### src/rtl/prim_ram_2p_fifo_ctrl.sv
// FIFO controller in front of a simple dual-port SRAM (port A write, port B read).
// Port B data returns one cycle after the request. A 2-entry output buffer hides that
// latency so the FIFO can accept one push and deliver one pop every cycle.
module prim_ram_2p_fifo_ctrl #(
    parameter int unsigned Width = 32,
    parameter int unsigned Depth = 128,
    localparam int unsigned Aw = $clog2(Depth)
) (
    input  logic             clk_i,
    input  logic             rst_i,

    input  logic             wvalid_i,
    output logic             wready_o,
    input  logic [Width-1:0] wdata_i,

    output logic             rvalid_o,
    input  logic             rready_i,
    output logic [Width-1:0] rdata_o,

    output logic [Aw+1:0]    depth_o,
    output logic             full_o,
    output logic             empty_o,

    output logic             ram_a_req_o,
    output logic             ram_a_write_o,
    output logic [Aw-1:0]    ram_a_addr_o,
    output logic [Width-1:0] ram_a_wdata_o,
    output logic [Width-1:0] ram_a_wmask_o,

    output logic             ram_b_req_o,
    output logic             ram_b_write_o,
    output logic [Aw-1:0]    ram_b_addr_o,
    input  logic [Width-1:0] ram_b_rdata_i
);

    logic [Aw:0]             wptr_q, rptr_q;
    logic [Aw:0]             ram_cnt;
    logic                    inflight_q;
    logic [1:0]              ob_cnt_q, ob_cnt_d;
    logic [1:0][Width-1:0]   ob_q, ob_d;
    // Low during reset and for the first cycle after it. This keeps the FIFO closed
    // for that first cycle.
    logic                    init_q;
    logic                    active;
    logic                    ram_full;
    logic                    push, pop, rd_issue;
    logic [2:0]              ob_occ;

    assign active   = init_q & ~rst_i;
    assign ram_cnt  = wptr_q - rptr_q;
    assign ram_full = (ram_cnt == (Aw+1)'(Depth));

    assign wready_o = active & ~ram_full;
    assign push     = wvalid_i & wready_o;
    assign rvalid_o = active & (ob_cnt_q != 2'd0);
    assign pop      = rvalid_o & rready_i;

    // Buffer slots committed after this cycle: stored entries, plus the landing one,
    // minus the one being popped.
    assign ob_occ   = {1'b0, ob_cnt_q} + {2'b0, inflight_q} - {2'b0, pop};
    assign rd_issue = active & (ram_cnt != '0) & (ob_occ < 3'd2);

    assign ram_a_req_o   = push;
    assign ram_a_write_o = 1'b1;
    assign ram_a_addr_o  = wptr_q[Aw-1:0];
    assign ram_a_wdata_o = wdata_i;
    assign ram_a_wmask_o = '1;

    assign ram_b_req_o   = rd_issue;
    assign ram_b_write_o = 1'b0;
    assign ram_b_addr_o  = rptr_q[Aw-1:0];

    assign rdata_o = active ? ob_q[0] : '0;
    assign depth_o = active ? ({1'b0, ram_cnt} + (Aw+2)'(inflight_q) + (Aw+2)'(ob_cnt_q)) : '0;
    assign full_o  = active & ram_full;
    assign empty_o = (depth_o == '0);

    // Output buffer next state: shift the head out on pop, then land at the new tail.
    always_comb begin
        ob_d     = ob_q;
        ob_cnt_d = ob_cnt_q;
        if (pop) begin
            ob_d[0]  = ob_q[1];
            ob_cnt_d = ob_cnt_q - 2'd1;
        end
        if (inflight_q) begin
            ob_d[ob_cnt_d[0]] = ram_b_rdata_i;
            ob_cnt_d          = ob_cnt_d + 2'd1;
        end
    end

    // Pointers, in-flight flag and output buffer registers.
    always_ff @(posedge clk_i) begin
        if (rst_i) begin
            init_q     <= 1'b0;
            wptr_q     <= '0;
            rptr_q     <= '0;
            inflight_q <= 1'b0;
            ob_cnt_q   <= 2'd0;
            ob_q       <= '0;
        end else begin
            init_q     <= 1'b1;
            inflight_q <= rd_issue;
            ob_cnt_q   <= ob_cnt_d;
            ob_q       <= ob_d;
            if (push) begin
                wptr_q <= wptr_q + 1'b1;
            end
            if (rd_issue) begin
                rptr_q <= rptr_q + 1'b1;
            end
        end
    end

endmodule

### config.mk
export PLATFORM = sky130hd
export DESIGN_NAME = prim_ram_2p_fifo_ctrl
export DESIGN_NICKNAME = d
export VERILOG_FILES = /design/src/rtl/prim_ram_2p_fifo_ctrl.sv
export SDC_FILE = /design/constraint.sdc
export NUM_CORES = 1
export LEC_CHECK = 0
export CAP_MARGIN = 10
export CORE_ASPECT_RATIO = 1.1
export CORE_MARGIN = 1
export CORE_UTILIZATION = 30
export DETAILED_ROUTE_END_ITERATION = 10
export GPL_TIMING_DRIVEN = 0
export MAX_ROUTING_LAYER = met4
export SYNTH_ARGS = -nofsm -noshare
export SYNTH_HDL_FRONTEND = slang
export SYNTH_SLANG_ARGS = --single-unit
### constraint.sdc
create_clock -name clk_i -period 13.4 [get_ports clk_i]
set_input_delay 2.68 -clock clk_i [delete_from_list [all_inputs] [get_ports clk_i]]
set_output_delay 2.68 -clock clk_i [all_outputs]
set_load 0.1 [all_outputs]
==> results of run 1 <==
critical path, cell delays in order:
cell and delay, ns:
sky130_fd_sc_hd__clkdlybuf4s50_1 0.44, sky130_fd_sc_hd__nand2b_1 0.17, sky130_fd_sc_hd__nor2_1 0.13, sky130_fd_sc_hd__and2_1 0.14
sky130_fd_sc_hd__clkbuf_1 0.37, sky130_fd_sc_hd__buf_2 0.42, sky130_fd_sc_hd__ha_1 0.31, sky130_fd_sc_hd__inv_1 0.08
sky130_fd_sc_hd__ha_1 0.14, sky130_fd_sc_hd__clkbuf_1 0.28, sky130_fd_sc_hd__clkbuf_1 0.67, sky130_fd_sc_hd__inv_1 0.14
sky130_fd_sc_hd__fa_1 0.43, sky130_fd_sc_hd__xnor2_1 0.15, sky130_fd_sc_hd__nand3_1 0.31, sky130_fd_sc_hd__a21oi_2 0.44
sky130_fd_sc_hd__clkdlybuf4s50_1 1.21
cells in the final DEF, fill, tap and decap left out, types with 4 or more instances in the layout:
master	synthesis	final
sky130_fd_sc_hd__a211oi_1	35	35
sky130_fd_sc_hd__nor2b_1	5	5
sky130_fd_sc_hd__inv_1	17	17
sky130_fd_sc_hd__mux2i_1	68	68
sky130_fd_sc_hd__clkdlybuf4s50_1	0	128
sky130_fd_sc_hd__buf_4	80	80
sky130_fd_sc_hd__fa_1	4	4
sky130_fd_sc_hd__xnor2_1	20	20
sky130_fd_sc_hd__conb_1	2	34
sky130_fd_sc_hd__a21oi_1	7	7
sky130_fd_sc_hd__buf_2	4	4
sky130_fd_sc_hd__dfxtp_1	84	84
sky130_fd_sc_hd__nand2b_1	4	4
sky130_fd_sc_hd__and3_1	34	34
sky130_fd_sc_hd__nor2_1	94	94
sky130_fd_sc_hd__clkbuf_1	25	26
sky130_fd_sc_hd__nand2_1	19	19
sky130_fd_sc_hd__o21ai_0	7	7
sky130_fd_sc_hd__clkbuf_16	0	9
sky130_fd_sc_hd__nand3_1	8	8
sky130_fd_sc_hd__ha_1	13	13
worst max path at each step:
stage          startpoint           to  slack, ns
3_3_place_gp        rst_i  ram_b_req_o       2.07
5_1_grt             rst_i  ram_b_req_o       1.62
3_5_place_dp        rst_i  ram_b_req_o       2.05
2_1_floorplan       rst_i  ram_b_req_o       2.68
4_1_cts             rst_i  ram_b_req_o       2.03
6_report            rst_i  ram_b_req_o       2.19
cell type report:
cell class | count | area share [%]
Multi-Input combinational cell | 399 | 39.1
Sequential cell | 84 | 23.8
Clock buffer | 11 | 3.44
Clock inverter | 5 | 0.496
Tap cell | 204 | 3.61
Inverter | 19 | 1.01
Timing Repair Buffer | 128 | 18.1
Buffer | 112 | 10.4
power breakdown:
| group | total (mW) | internal (mW) | switching, mW |
|---|---|---|---|
| sequential | 0.322 | 0.296 | 0.0262 |
| clock | 0.237 | 0.131 | 0.106 |
| combinational | 0.631 | 0.193 | 0.438 |
| total | 1.19 | 0.620 | 0.569 |
registers in the layout, summed over array words and instances, names as in the netlist:
name	cells
rptr_q	8
inflight_q	1
init_q	1
ob_cnt_q	2
wptr_q	8
ob_q	64
cells by family (layout without fill, tap and decap cells):
logic type / count (synthesis) / in the layout / synth area share (%)
AOI/OAI and AO/OA: 68 / 68 / 10.4
xor gates and xnor gates: 25 / 25 / 4.78
adders and majority gates: 17 / 17 / 4.73
buffers and inverters: 131 / 275 / 15.7
DFF: 84 / 84 / 32.8
muxes: 69 / 69 / 13.5
other: 2 / 34 / 0.146
and+or+nand+nor: 186 / 186 / 18.0
layer usage:
| layer | GRT usage (%) | share of wire (%) | routed length (um) | up-vias |
|---|---|---|---|---|
| met5 | - | 0 | 0 | - |
| met4 | 3.57 | 1.1 | 142 | 0 |
| met3 | 4.67 | 7.4 | 974 | 16 |
| met2 | 24.0 | 46 | 6110 | 144 |
| met1 | 19.6 | 45 | 6020 | 1939 |
| li1 | - | - | - | 2228 |
stage by stage:
step / worst slack, ns / util, % / cell area (um^2) / cells
floorplan: 2.68 / - / 5250 / 614
global placement: 2.07 / 41.0 / 6790 / 946
detailed placement: 2.05 / 41.0 / 6790 / 946
CTS: 2.03 / 42.7 / 7070 / 962
global route: 1.62 / 42.7 / 7070 / 962
finish: 2.19 / 42.7 / 7070 / 962
==> results by stage, run 1 <==
Outcome:
- The run finished with clean final reports.

Power:
- The power consumption is 1.19 mW.
- For this design the static power due to leakage is 2.78 nW.
- The worst-case IR drop observed on VDD is between 0.08 and 0.09 mV.
- For this design the ratio of total power to cell area is 168 nW/um^2.

CTS:
- The clock latency at the later pin of the worst-skew pair is 0.34 ns.
- The root buffer cell chosen for the clock tree is sky130_fd_sc_hd__clkbuf_16.
- Clock-pin slew was measured on the worst setup and hold paths at 0.06 ns.
- The number of clock buffers inserted by TritonCTS is 9.
- No sink is reached through more buffers than the 2 on the longest clock path.
- In this run, post-CTS hold repair placed 0 buffers.
- TritonCTS built the clock tree.
- The buffer count from post-CTS setup fixing is 0.
- The number of gates resized after CTS was 0.
- The clock sink count is 84.
- The H-tree was split into 3 levels.

Cells and area:
- The final-stage net count is 838.
- The area taken by multi-input logic gates is ~2800 um^2.
- The antenna diode instance count is 0.
- Summing all flip-flop and latch instances after layout gives 1680 um^2.
- Of the cells placed in the final design, the portion with a size suffix greater than 1 is ~16%.
- The synthesis-to-layout area growth is 37.7%.
- The count of filler cells inserted in the layout is 1701.

Global route:
- The total overflow left after global routing is 0.
- The global-route wire length before repair is 21.0 mm.
- The maximum number of pins on one net before global-route repair is 15.
- Across every metal layer, demand over resource in global routing totals 15.5%.
- The number of global-route vias before repair was 4119.
- The number of antenna violations at the first check in global routing is 0.

Detailed routing:
- For this block, the routed nets add up to 13.2 mm of wire.
- The post-detailed-route wirelength per cell is around 14 um.
- The via count is 4327.
- The first-pass detailed-route iteration total is 4.
- The remaining design rule violation count is 0.
- The final antenna-violating net count is 0.
- For this block, the initial DRC count from the detailed router was 194.
- In the routed layout, each cell is associated on average with a via count of 4.50.

Timing:
- Setup repair after global routing left no endpoint under its margin.
- The number of slew-limit violations in the final report is 0.
- The count of final setup violators is 0.
- The minimum clock period is 11.21 ns.
- The share of the clock period used by the worst path after layout is about 84%.
- At the pin with the least slew margin, the transition time is 1.05 ns.
- On the final layout, the worst clock skew is 0.0108 ns.
- Based on the critical path, the design can be clocked at up to a little under 90 MHz.
- The number of hold violations in the final report is 0.
- The worst hold margin is 0.496 ns.
- In this run the tightest slew margin relative to its limit is 29.8%.
- The aggregate negative setup slack is 0 ns.

Critical path:
- The kind of critical path is input pin to output port.
- The capturing point of the worst reg2reg path is rptr_q[7].
- The length in cells of the worst reg-to-reg path is 18.
- The maximum net fanout on the critical path is 10.
- Across all register-to-register paths, the minimum setup slack is 8.18 ns.
- STA classifies the critical path startpoint as an input pin.
- The worst endpoint data arrival time is about 8.5 ns.
- The origin of the critical flop-to-flop path is ob_cnt_q[1].
- Data on the critical path is required at its endpoint by 10.72 ns.
- STA classifies the critical path endpoint as an output port.

Synthesis:
- The commonest cells after synthesis are sky130_fd_sc_hd__nor2_1 (94), sky130_fd_sc_hd__dfxtp_1 (84), sky130_fd_sc_hd__buf_4 (80).
- The area share of the largest cell type after synthesis is 32.8%.
- The count of yosys warnings during synthesis is 0.
- The synthesized netlist contains 57 unique library cells.
- The area of the mapped netlist is 5130 um^2.
- The most common cell in the synthesized netlist is sky130_fd_sc_hd__nor2_1.
- The largest area contributor in the netlist is sky130_fd_sc_hd__dfxtp_1.
- The fraction of the yosys area taken by sequential cells is between 30% and 40%.
- For this run, asynchronously set or reset flops after synthesis account for 0%.
- The total of flip-flops plus latches after synthesis is 84.
- In the synthesized netlist the dominant register cell turns out to be sky130_fd_sc_hd__dfxtp_1.
- The number of enable-type register cells in the synthesized netlist is 0.
- The cell count after synthesis came out at 582.
- A synthesized cell averages between 8 and 9 um^2.
- Yosys attributes the largest share of cell area to sky130_fd_sc_hd__dfxtp_1 (33%), sky130_fd_sc_hd__mux2i_1 (13%), sky130_fd_sc_hd__buf_4 (12%).

Floorplanning:
- The die outline width is ~130 um.
- The core area is 16600 um^2.
- The initial utilization of the core area, before any placement, comes to approximately 31%.
- The die covers 17600 um^2.
- The top-level port count is 195.
- The initialized floorplan defines 49 standard-cell rows.
- The height of the chip is 139 um.

Placement:
- The wire-length estimate of the detail-placed layout is between 9 and 10 mm.
- The number of I/O port buffers is 128.
- The congestion estimate from routability-driven global placement came to 0.850.

Hold path:
- For hold timing, the worst endpoint is ob_q[39].
- Along the worst hold path, the cell count comes to 2.
- In this run the most critical hold path is launched from ob_q[39].
- The class of the most critical hold timing path is flip-flop to flip-flop.

Flow run:
- The max capacitance violation total is 0.
(Power assumes the default switching activity.)
==> run 2, diff against run 1 <==
==> constraint.sdc (replaced) <==
create_clock -name clk_i -period 10.83 [get_ports clk_i]
set_input_delay 2.166 -clock clk_i [delete_from_list [all_inputs] [get_ports clk_i]]
set_output_delay 2.166 -clock clk_i [all_outputs]
set_load 0.1 [all_outputs]
==> results of run 2 <==
The final DEF is identical to that of run 1. Status: complete, no violations.
Main changes from that run: setup slack after placement 2.05 ns -> 0.511 ns; setup slack after layout 2.19 ns -> 0.644 ns; register-to-register setup slack 8.18 ns -> 5.61 ns; total power 1.19 mW -> 1.47 mW; worst IR drop on VDD 0.0823 mV -> 0.102 mV
